$ cat config.mk
export PLATFORM = sky130hd
export DESIGN_NAME = id_pipe_stage
export DESIGN_NICKNAME = d
export VERILOG_FILES = /design/src/rtl/id_pipe_stage.sv
export SDC_FILE = /design/constraint.sdc
export NUM_CORES = 1
export LEC_CHECK = 0
export ABC_AREA = 1
export BUFFER_PORTS_ARGS = -buffer_cell sky130_fd_sc_hd__buf_2
export CORE_AREA = 2 2 137 86
export DETAILED_ROUTE_END_ITERATION = 10
export DIE_AREA = 0 0 139 88
export GPL_ROUTABILITY_DRIVEN = 0
export PLACE_DENSITY = 0.84
export SLEW_MARGIN = 40
export SYNTH_ARGS = -nofsm -noshare
export SYNTH_HDL_FRONTEND = slang
export SYNTH_SLANG_ARGS = --single-unit
$ cat constraint.sdc
create_clock -name clk -period 3.3 [get_ports clk]
set_input_delay 0.495 -clock clk [delete_from_list [all_inputs] [get_ports clk]]
set_output_delay 0.495 -clock clk [all_outputs]
set_load 0.02 [all_outputs]
$ cat src/rtl/id_pipe_stage.sv
// RV32I/RV64I integer decode stage: decodes OP-IMM/OP/LUI/AUIPC (plus the -32 forms on RV64)
// into register-file and ALU controls held in a one-entry valid/ready pipeline register.
module id_pipe_stage #(
    parameter int XLEN   = 64,
    parameter int REG_AW = 5,
    parameter int ILEN   = 32
) (
    input  logic              clk,
    input  logic              rst_n,
    input  logic              flush,
    input  logic              in_valid,
    output logic              in_ready,
    input  logic [ILEN-1:0]   in_inst,
    input  logic [XLEN-1:0]   in_pc,
    output logic              out_valid,
    input  logic              out_ready,
    output logic [XLEN-1:0]   out_pc,
    output logic              ra_en,
    output logic [REG_AW-1:0] ra_addr,
    output logic              rb_en,
    output logic [REG_AW-1:0] rb_addr,
    output logic              rd_en,
    output logic [REG_AW-1:0] rd_addr,
    output logic [XLEN-1:0]   imm,
    output logic              alu_asrc_pc,
    output logic              alu_bsrc,
    output logic [3:0]        alu_ctl,
    output logic              word_op,
    output logic              illegal
);

    localparam logic [6:0] OPC_OP_IMM    = 7'b0010011;
    localparam logic [6:0] OPC_OP        = 7'b0110011;
    localparam logic [6:0] OPC_LUI       = 7'b0110111;
    localparam logic [6:0] OPC_AUIPC     = 7'b0010111;
    localparam logic [6:0] OPC_OP_IMM_32 = 7'b0011011;
    localparam logic [6:0] OPC_OP_32     = 7'b0111011;

    typedef struct packed {
        logic [XLEN-1:0]   pc;
        logic              ra_en;
        logic [REG_AW-1:0] ra_addr;
        logic              rb_en;
        logic [REG_AW-1:0] rb_addr;
        logic              rd_en;
        logic [REG_AW-1:0] rd_addr;
        logic [XLEN-1:0]   imm;
        logic              asrc_pc;
        logic              bsrc;
        logic [3:0]        alu_ctl;
        logic              word_op;
        logic              illegal;
    } dec_t;

    dec_t d, q;

    logic [6:0]      opcode;
    logic [2:0]      funct3;
    logic [6:0]      funct7;
    logic [XLEN-1:0] imm_i, imm_u, imm_sh;
    logic            is_shift, f7_ok, f3_word_ok, sh_hi_bad, legal, wide_sh;
    logic            accept;

    assign opcode = in_inst[6:0];
    assign funct3 = in_inst[14:12];
    assign funct7 = in_inst[31:25];

    assign imm_i = XLEN'($signed(in_inst[31:20]));
    assign imm_u = XLEN'($signed({in_inst[31:12], 12'b0}));

    assign is_shift   = (funct3 == 3'b001) || (funct3 == 3'b101);
    assign f7_ok      = (funct7 == 7'b0000000) ||
                        ((funct7 == 7'b0100000) && ((funct3 == 3'b000) || (funct3 == 3'b101)));
    assign f3_word_ok = (funct3 == 3'b000) || is_shift;

    // Only RV64 non-word shifts get a 6-bit shamt; bit 30 is the SRAI selector and never checked.
    assign wide_sh   = (XLEN == 64) && (opcode == OPC_OP_IMM);
    assign sh_hi_bad = wide_sh ? |{in_inst[31], in_inst[29:26]} : |{in_inst[31], in_inst[29:25]};
    assign imm_sh    = wide_sh ? XLEN'(in_inst[25:20]) : XLEN'(in_inst[24:20]);

    always_comb begin
        d         = '0;
        legal     = 1'b0;
        d.pc      = in_pc;
        d.ra_addr = REG_AW'(in_inst[19:15]);
        d.rb_addr = REG_AW'(in_inst[24:20]);
        d.rd_addr = REG_AW'(in_inst[11:7]);
        unique case (opcode)
            OPC_OP_IMM, OPC_OP_IMM_32: begin
                legal     = (opcode == OPC_OP_IMM) || ((XLEN == 64) && f3_word_ok);
                d.ra_en   = 1'b1;
                d.bsrc    = 1'b1;
                d.word_op = (opcode == OPC_OP_IMM_32);
                d.alu_ctl = {1'b0, funct3};
                d.imm     = imm_i;
                if (is_shift) begin
                    d.imm = imm_sh;
                    if (sh_hi_bad) legal = 1'b0;
                    if (funct3 == 3'b101) d.alu_ctl[3] = in_inst[30];
                end
            end
            OPC_OP, OPC_OP_32: begin
                legal     = f7_ok && ((opcode == OPC_OP) || ((XLEN == 64) && f3_word_ok));
                d.ra_en   = 1'b1;
                d.rb_en   = 1'b1;
                d.word_op = (opcode == OPC_OP_32);
                d.alu_ctl = {in_inst[30], funct3};
            end
            OPC_LUI: begin
                legal  = 1'b1;
                d.bsrc = 1'b1;
                d.imm  = imm_u;
            end
            OPC_AUIPC: begin
                legal     = 1'b1;
                d.asrc_pc = 1'b1;
                d.bsrc    = 1'b1;
                d.imm     = imm_u;
            end
            default: legal = 1'b0;
        endcase
        if (!legal) begin
            d.ra_en   = 1'b0;
            d.rb_en   = 1'b0;
            d.asrc_pc = 1'b0;
            d.bsrc    = 1'b0;
            d.alu_ctl = '0;
            d.word_op = 1'b0;
            d.imm     = '0;
            d.illegal = 1'b1;
        end
        d.rd_en = legal && (d.rd_addr != '0);
    end

    assign in_ready = !out_valid || out_ready || flush;
    assign accept   = in_valid && in_ready;

    always_ff @(posedge clk or negedge rst_n) begin
        if (!rst_n)         out_valid <= 1'b0;
        else if (flush)     out_valid <= 1'b0;
        else if (accept)    out_valid <= 1'b1;
        else if (out_ready) out_valid <= 1'b0;
    end

    // Payload is left alone on consume; it only matters while out_valid is set.
    always_ff @(posedge clk or negedge rst_n) begin
        if (!rst_n)      q <= '0;
        else if (accept) q <= d;
    end

    assign out_pc      = q.pc;
    assign ra_en       = q.ra_en;
    assign ra_addr     = q.ra_addr;
    assign rb_en       = q.rb_en;
    assign rb_addr     = q.rb_addr;
    assign rd_en       = q.rd_en;
    assign rd_addr     = q.rd_addr;
    assign imm         = q.imm;
    assign alu_asrc_pc = q.asrc_pc;
    assign alu_bsrc    = q.bsrc;
    assign alu_ctl     = q.alu_ctl;
    assign word_op     = q.word_op;
    assign illegal     = q.illegal;

endmodule

---- After elaboration in Yosys (flattened, before gate mapping) ----
Index checks and enable logic that the tools add are counted.
word-level totals
  logic and storage cells ................. 67
  bits in registers ....................... 155
  input bits .............................. 101
  output and inout port bits .............. 156
operators by class
  reductions and logical operators ........ 24
  multiplexer cells ....................... 20
  equality and inequality tests ........... 9
operators with widths
  operator                                                                count
  64-bit case mux with 2 select lines                                     1
  72-bit 2-to-1 mux                                                       1
  64-bit 2-to-1 mux                                                       1
  7-bit by 6-bit equality test with 1-bit output (second input constant)  4
  7-bit by 5-bit equality test with 1-bit output (second input constant)  3
  1-bit 2-to-1 mux                                                        14
  5-bit case mux with 2 select lines                                      1
  1-bit logical OR                                                        8
  4-bit OR reduction                                                      2
  7-bit logical NOT                                                       1
  6-bit 2-to-1 mux                                                        1
  2-bit OR reduction                                                      3
  6-bit OR reduction                                                      1
  5-bit nonzero test                                                      1
  5-bit OR reduction                                                      1
  1-bit logical AND                                                       4
  3-bit by 1-bit equality test with 1-bit output (second input constant)  1
  3-bit equality test (second input constant)                             1
  3-bit logical NOT                                                       1
  1-bit case mux with 3 select lines                                      1
  3-bit nonzero test                                                      1
  1-bit logical NOT                                                       1

---- Depth between registers and ports, before layout ----
  word-level depth ........................ 8
  mapped depth ............................ 11
  depth with buffers taken out ............ 10

---- Worst setup path after synthesis ----
OpenSTA, ideal clock, no wires.
  path kind ............................... register -> output
  start ................................... reg imm[62] (netlist name)
  end ..................................... out imm[32]
  slack ................................... 1.630 ns
  data required time ...................... 2.805 ns
  data arrival time ....................... 1.175 ns
  path buffers ............................ 1
  cell stages (with the launch flop) ...... 2
  cell sequence ........................... dfrtp_1 > buf_4
RTL lines
  item       line  RTL
  to (decl)  24    output logic [XLEN-1:0] imm,

---- Final worst setup path ----
  start ................................... reg out_valid
  end ..................................... reg q (netlist bit imm[11])
between the ends
  longest elaborated chain between the ends .. 4
RTL lines
  item                           line  RTL
  from (decl)                    15    output logic out_valid,
  from (signal assigned)         139   if (!rst_n) out_valid <= 1'b0;
  from (signal assigned)         140   else if (flush) out_valid <= 1'b0;
  from (signal assigned)         141   else if (accept) out_valid <= 1'b1;
  1-bit logical NOT              135   assign in_ready = !out_valid || out_ready || flush;
  1-bit logical OR (2 in a row)  135
  1-bit logical AND              136   assign accept = in_valid && in_ready;
  to (signal assigned)           147   if (!rst_n) q <= '0;
  to (signal assigned)           148   else if (accept) q <= d;
  to (decl)                      55    dec_t d, q;
No other way between the ends.
A chain may end at the register's enable or synchronous reset.

==> flow_metrics.tcl <==
set metrics [dict create \
    status "completed" \
    grt-ovfl-total 0 \
    slowest_delay_ns 0.75 \
    final_area_sq_um 7050 \
    hp-class "in -> async" \
    rsz0062_at_grt "false" \
    ir_worst_vdd_uv 382 \
    syn2layout_area_growth_pct 30.9 \
    cp.required_ns 3.62 \
    dp_slack_ns 0.879 \
    synth_top_cell_by_area "dfrtp_1" \
    path_clk_slew_ns 0.06 \
    worst_pin_slew_ns 0.785 \
    p_leak_nw 4.32 \
    crit_chain "nand3b_1 -> nand2_4 -> inv_2 -> nand3_2 -> nand2_2" \
    yosys-top-cells-area "dfrtp_1 57%, nand2_1 20%, buf_4 4.7%" \
    hold_buffers 0 \
    ys_ff_latch 123 \
    cap_viol_max_count 0 \
    rows 30 \
    maxSlewViolCount 0 \
    cp_max_fo 43 \
    hold_viol 0 \
    met3_usage_pct 5.47 \
    drc 0 \
    yosysWarningCount 0 \
    max-slew-margin-rel_pct 47.7 \
    diodes 0 \
    start_util_pct 49.1 \
    die_w_um 139 \
    drt-pass1-iter-count 4 \
    period_share_pct 67.2 \
    ys_seq_area_share_pct 57.2 \
    numPortBuffers 256 \
    synth.avg_cell_area_sq_um 8.64 \
    min_period_ns 2.22 \
    finalClockSkew_ns 0.0157 \
    htreeDepth 4 \
    cp-end-kind "flop" \
    slowest_stage "nand3_2" \
    syn_inst 623 \
    grt_busiest_layer "met2" \
    via_per_inst 4.80 \
    place_hpwl_um 9790 \
    boundaryPins 257 \
    dieArea_sq_um 12200 \
    yosysTopAreaCellShare_pct 57.2 \
    grt_pass1_vias 4577 \
    grt_pass1_wl_um 22600 \
    grt_use_met1_pct 32.1 \
    wire_per_inst_um 13.9 \
    grt_usage_pct 23.4 \
    drt-total-wl_um 13900 \
    synth.distinct_cells 26 \
    cts_resized 0 \
    setup_slack_ns 1.08 \
    fmax_ghz 0.451 \
    cts_root_buf "clkbuf_16" \
    crit_arrival_ns 2.53 \
    fp.dieH_um 88 \
    post-cts-setup-buffers 0 \
    dpl-instance-area_sq_um 6500 \
    clockBufferDepth 2 \
    grt_max_degree 80 \
    grt_antenna_before_repair 0 \
    nets 943 \
    cts_buffers 17 \
    tns_ns 0 \
    setup_viol 0 \
    ant_nets 0 \
    drive_gt1_share_pct 39.1 \
    setup.worst_path.start_class "flop" \
    core_sq_um 11000 \
    syn_nets 724 \
    grt_use_met2_pct 36.8 \
    power_density_nw_per_um2 557 \
    syn_area_sq_um 5390 \
    vias 4791 \
    worstSetupPathType "reg -> reg" \
    clock_latency_ns 0.41 \
    clock_sinks 123 \
    n_fill_cell 944 \
    drtIter0Drc 263 \
    cts_tree "yes" \
]
## sequential cells by signal, summed over array words and instances (netlist names), 4 cells and up
register and count:
rb_addr 5, alu_ctl 4, imm 32, ra_addr 5
rd_addr 5, out_pc 64
## report_power, final
group | switching [mW] | internal, mW
clock network | 0.710 | 0.969
registers | 0.0611 | 1.62
logic | 0.381 | 0.187
## cell type report
| type | instances | area, sq um | area share, % |
|---|---|---|---|
| clock buffers | 17 | 425 | 6.04 |
| flip-flops and latches | 123 | 3080 | 43.7 |
| well taps | 144 | 180 | 2.56 |
| clock inverters | 15 | 118 | 1.67 |
| multi-input cells | 411 | 1800 | 25.6 |
| inverters | 28 | 105 | 1.49 |
| repair buffers | 261 | 1340 | 19.0 |
## metrics by stage
| step | total power [mW] | util [%] | instances | hold WS, ns |
|---|---|---|---|---|
| floorplan | 2.02 | - | 623 | 0.199 |
| global placement | 2.27 | 59.3 | 967 | 0.457 |
| detailed placement | 2.27 | 59.3 | 967 | 0.459 |
| CTS | 3.96 | 64.3 | 999 | 0.180 |
| global route | 4.11 | 64.3 | 999 | 0.0800 |
| finish | 3.93 | 64.3 | 999 | 0.0351 |
## layout by cell type, fill, tap and decap left out, types with 2 or more instances in the layout
cell type and instances:
a21oi_1 10, a22oi_1 8, buf_2 255, buf_4 4, clkbuf_16 17, clkinv_2 2
clkinv_4 3, clkinvlp_4 5, dfrtp_1 123, inv_1 23, inv_2 5, inv_6 5
nand2_1 292, nand2_2 23, nand2_4 3, nand3_1 26, nand3_2 2, nor2_1 16
nor2_2 2, nor2_4 4, nor3_1 7, o21ai_0 12
## Yosys cell counts, drive strengths merged
master	count
inv	28
nand4	2
nor2	22
buf	56
nor3	8
nand2	318
o31ai	1
a22oi	8
o21ai	13
nand3	28
a21oi	10
nand3b	1
dfrtp	123
clkbuf	5
## final timing paths
| check | start | endpoint | slack, ns | cells past startpoint |
|---|---|---|---|---|
| worst min-delay path | rst_n | out_pc[12] | 0.04 | 1 |
| max in group asynchronous | rst_n | imm[5] | 2.52 | 2 |
| worst max-delay path | out_valid | imm[11] | 1.08 | 5 |
| worst min register to register | out_pc[30] | out_pc[30] | 0.47 | 2 |
| min in group clk | in_pc[12] | out_pc[12] | 0.27 | 3 |
| worst max register to register | out_valid | imm[11] | 1.08 | 5 |
## layer usage
| layer | vias up | part of all wire (%) |
|---|---|---|
| met5 | - | 0 |
| met4 | 0 | 1.9 |
| li1 | 2332 | - |
| met1 | 2218 | 44 |
| met3 | 24 | 7.5 |
| met2 | 217 | 46 |
## worst max-delay path, delay by kind of cell, from the launching register on
kind | cells | cell delay (ns)
and+or+nand+nor | 4 | 1.20
buffers and inverters | 1 | 0.52
DFF | 1 | 0.39
## logic make-up after synthesis
group,count (synthesis),synth area share (%)
flip-flops,123,57.2
buffers and inverters,89,9.48
AO/OA/AOI/OAI,32,3.39
AND/OR/NAND/NOR,379,30.0
(Power assumes the default switching activity.)
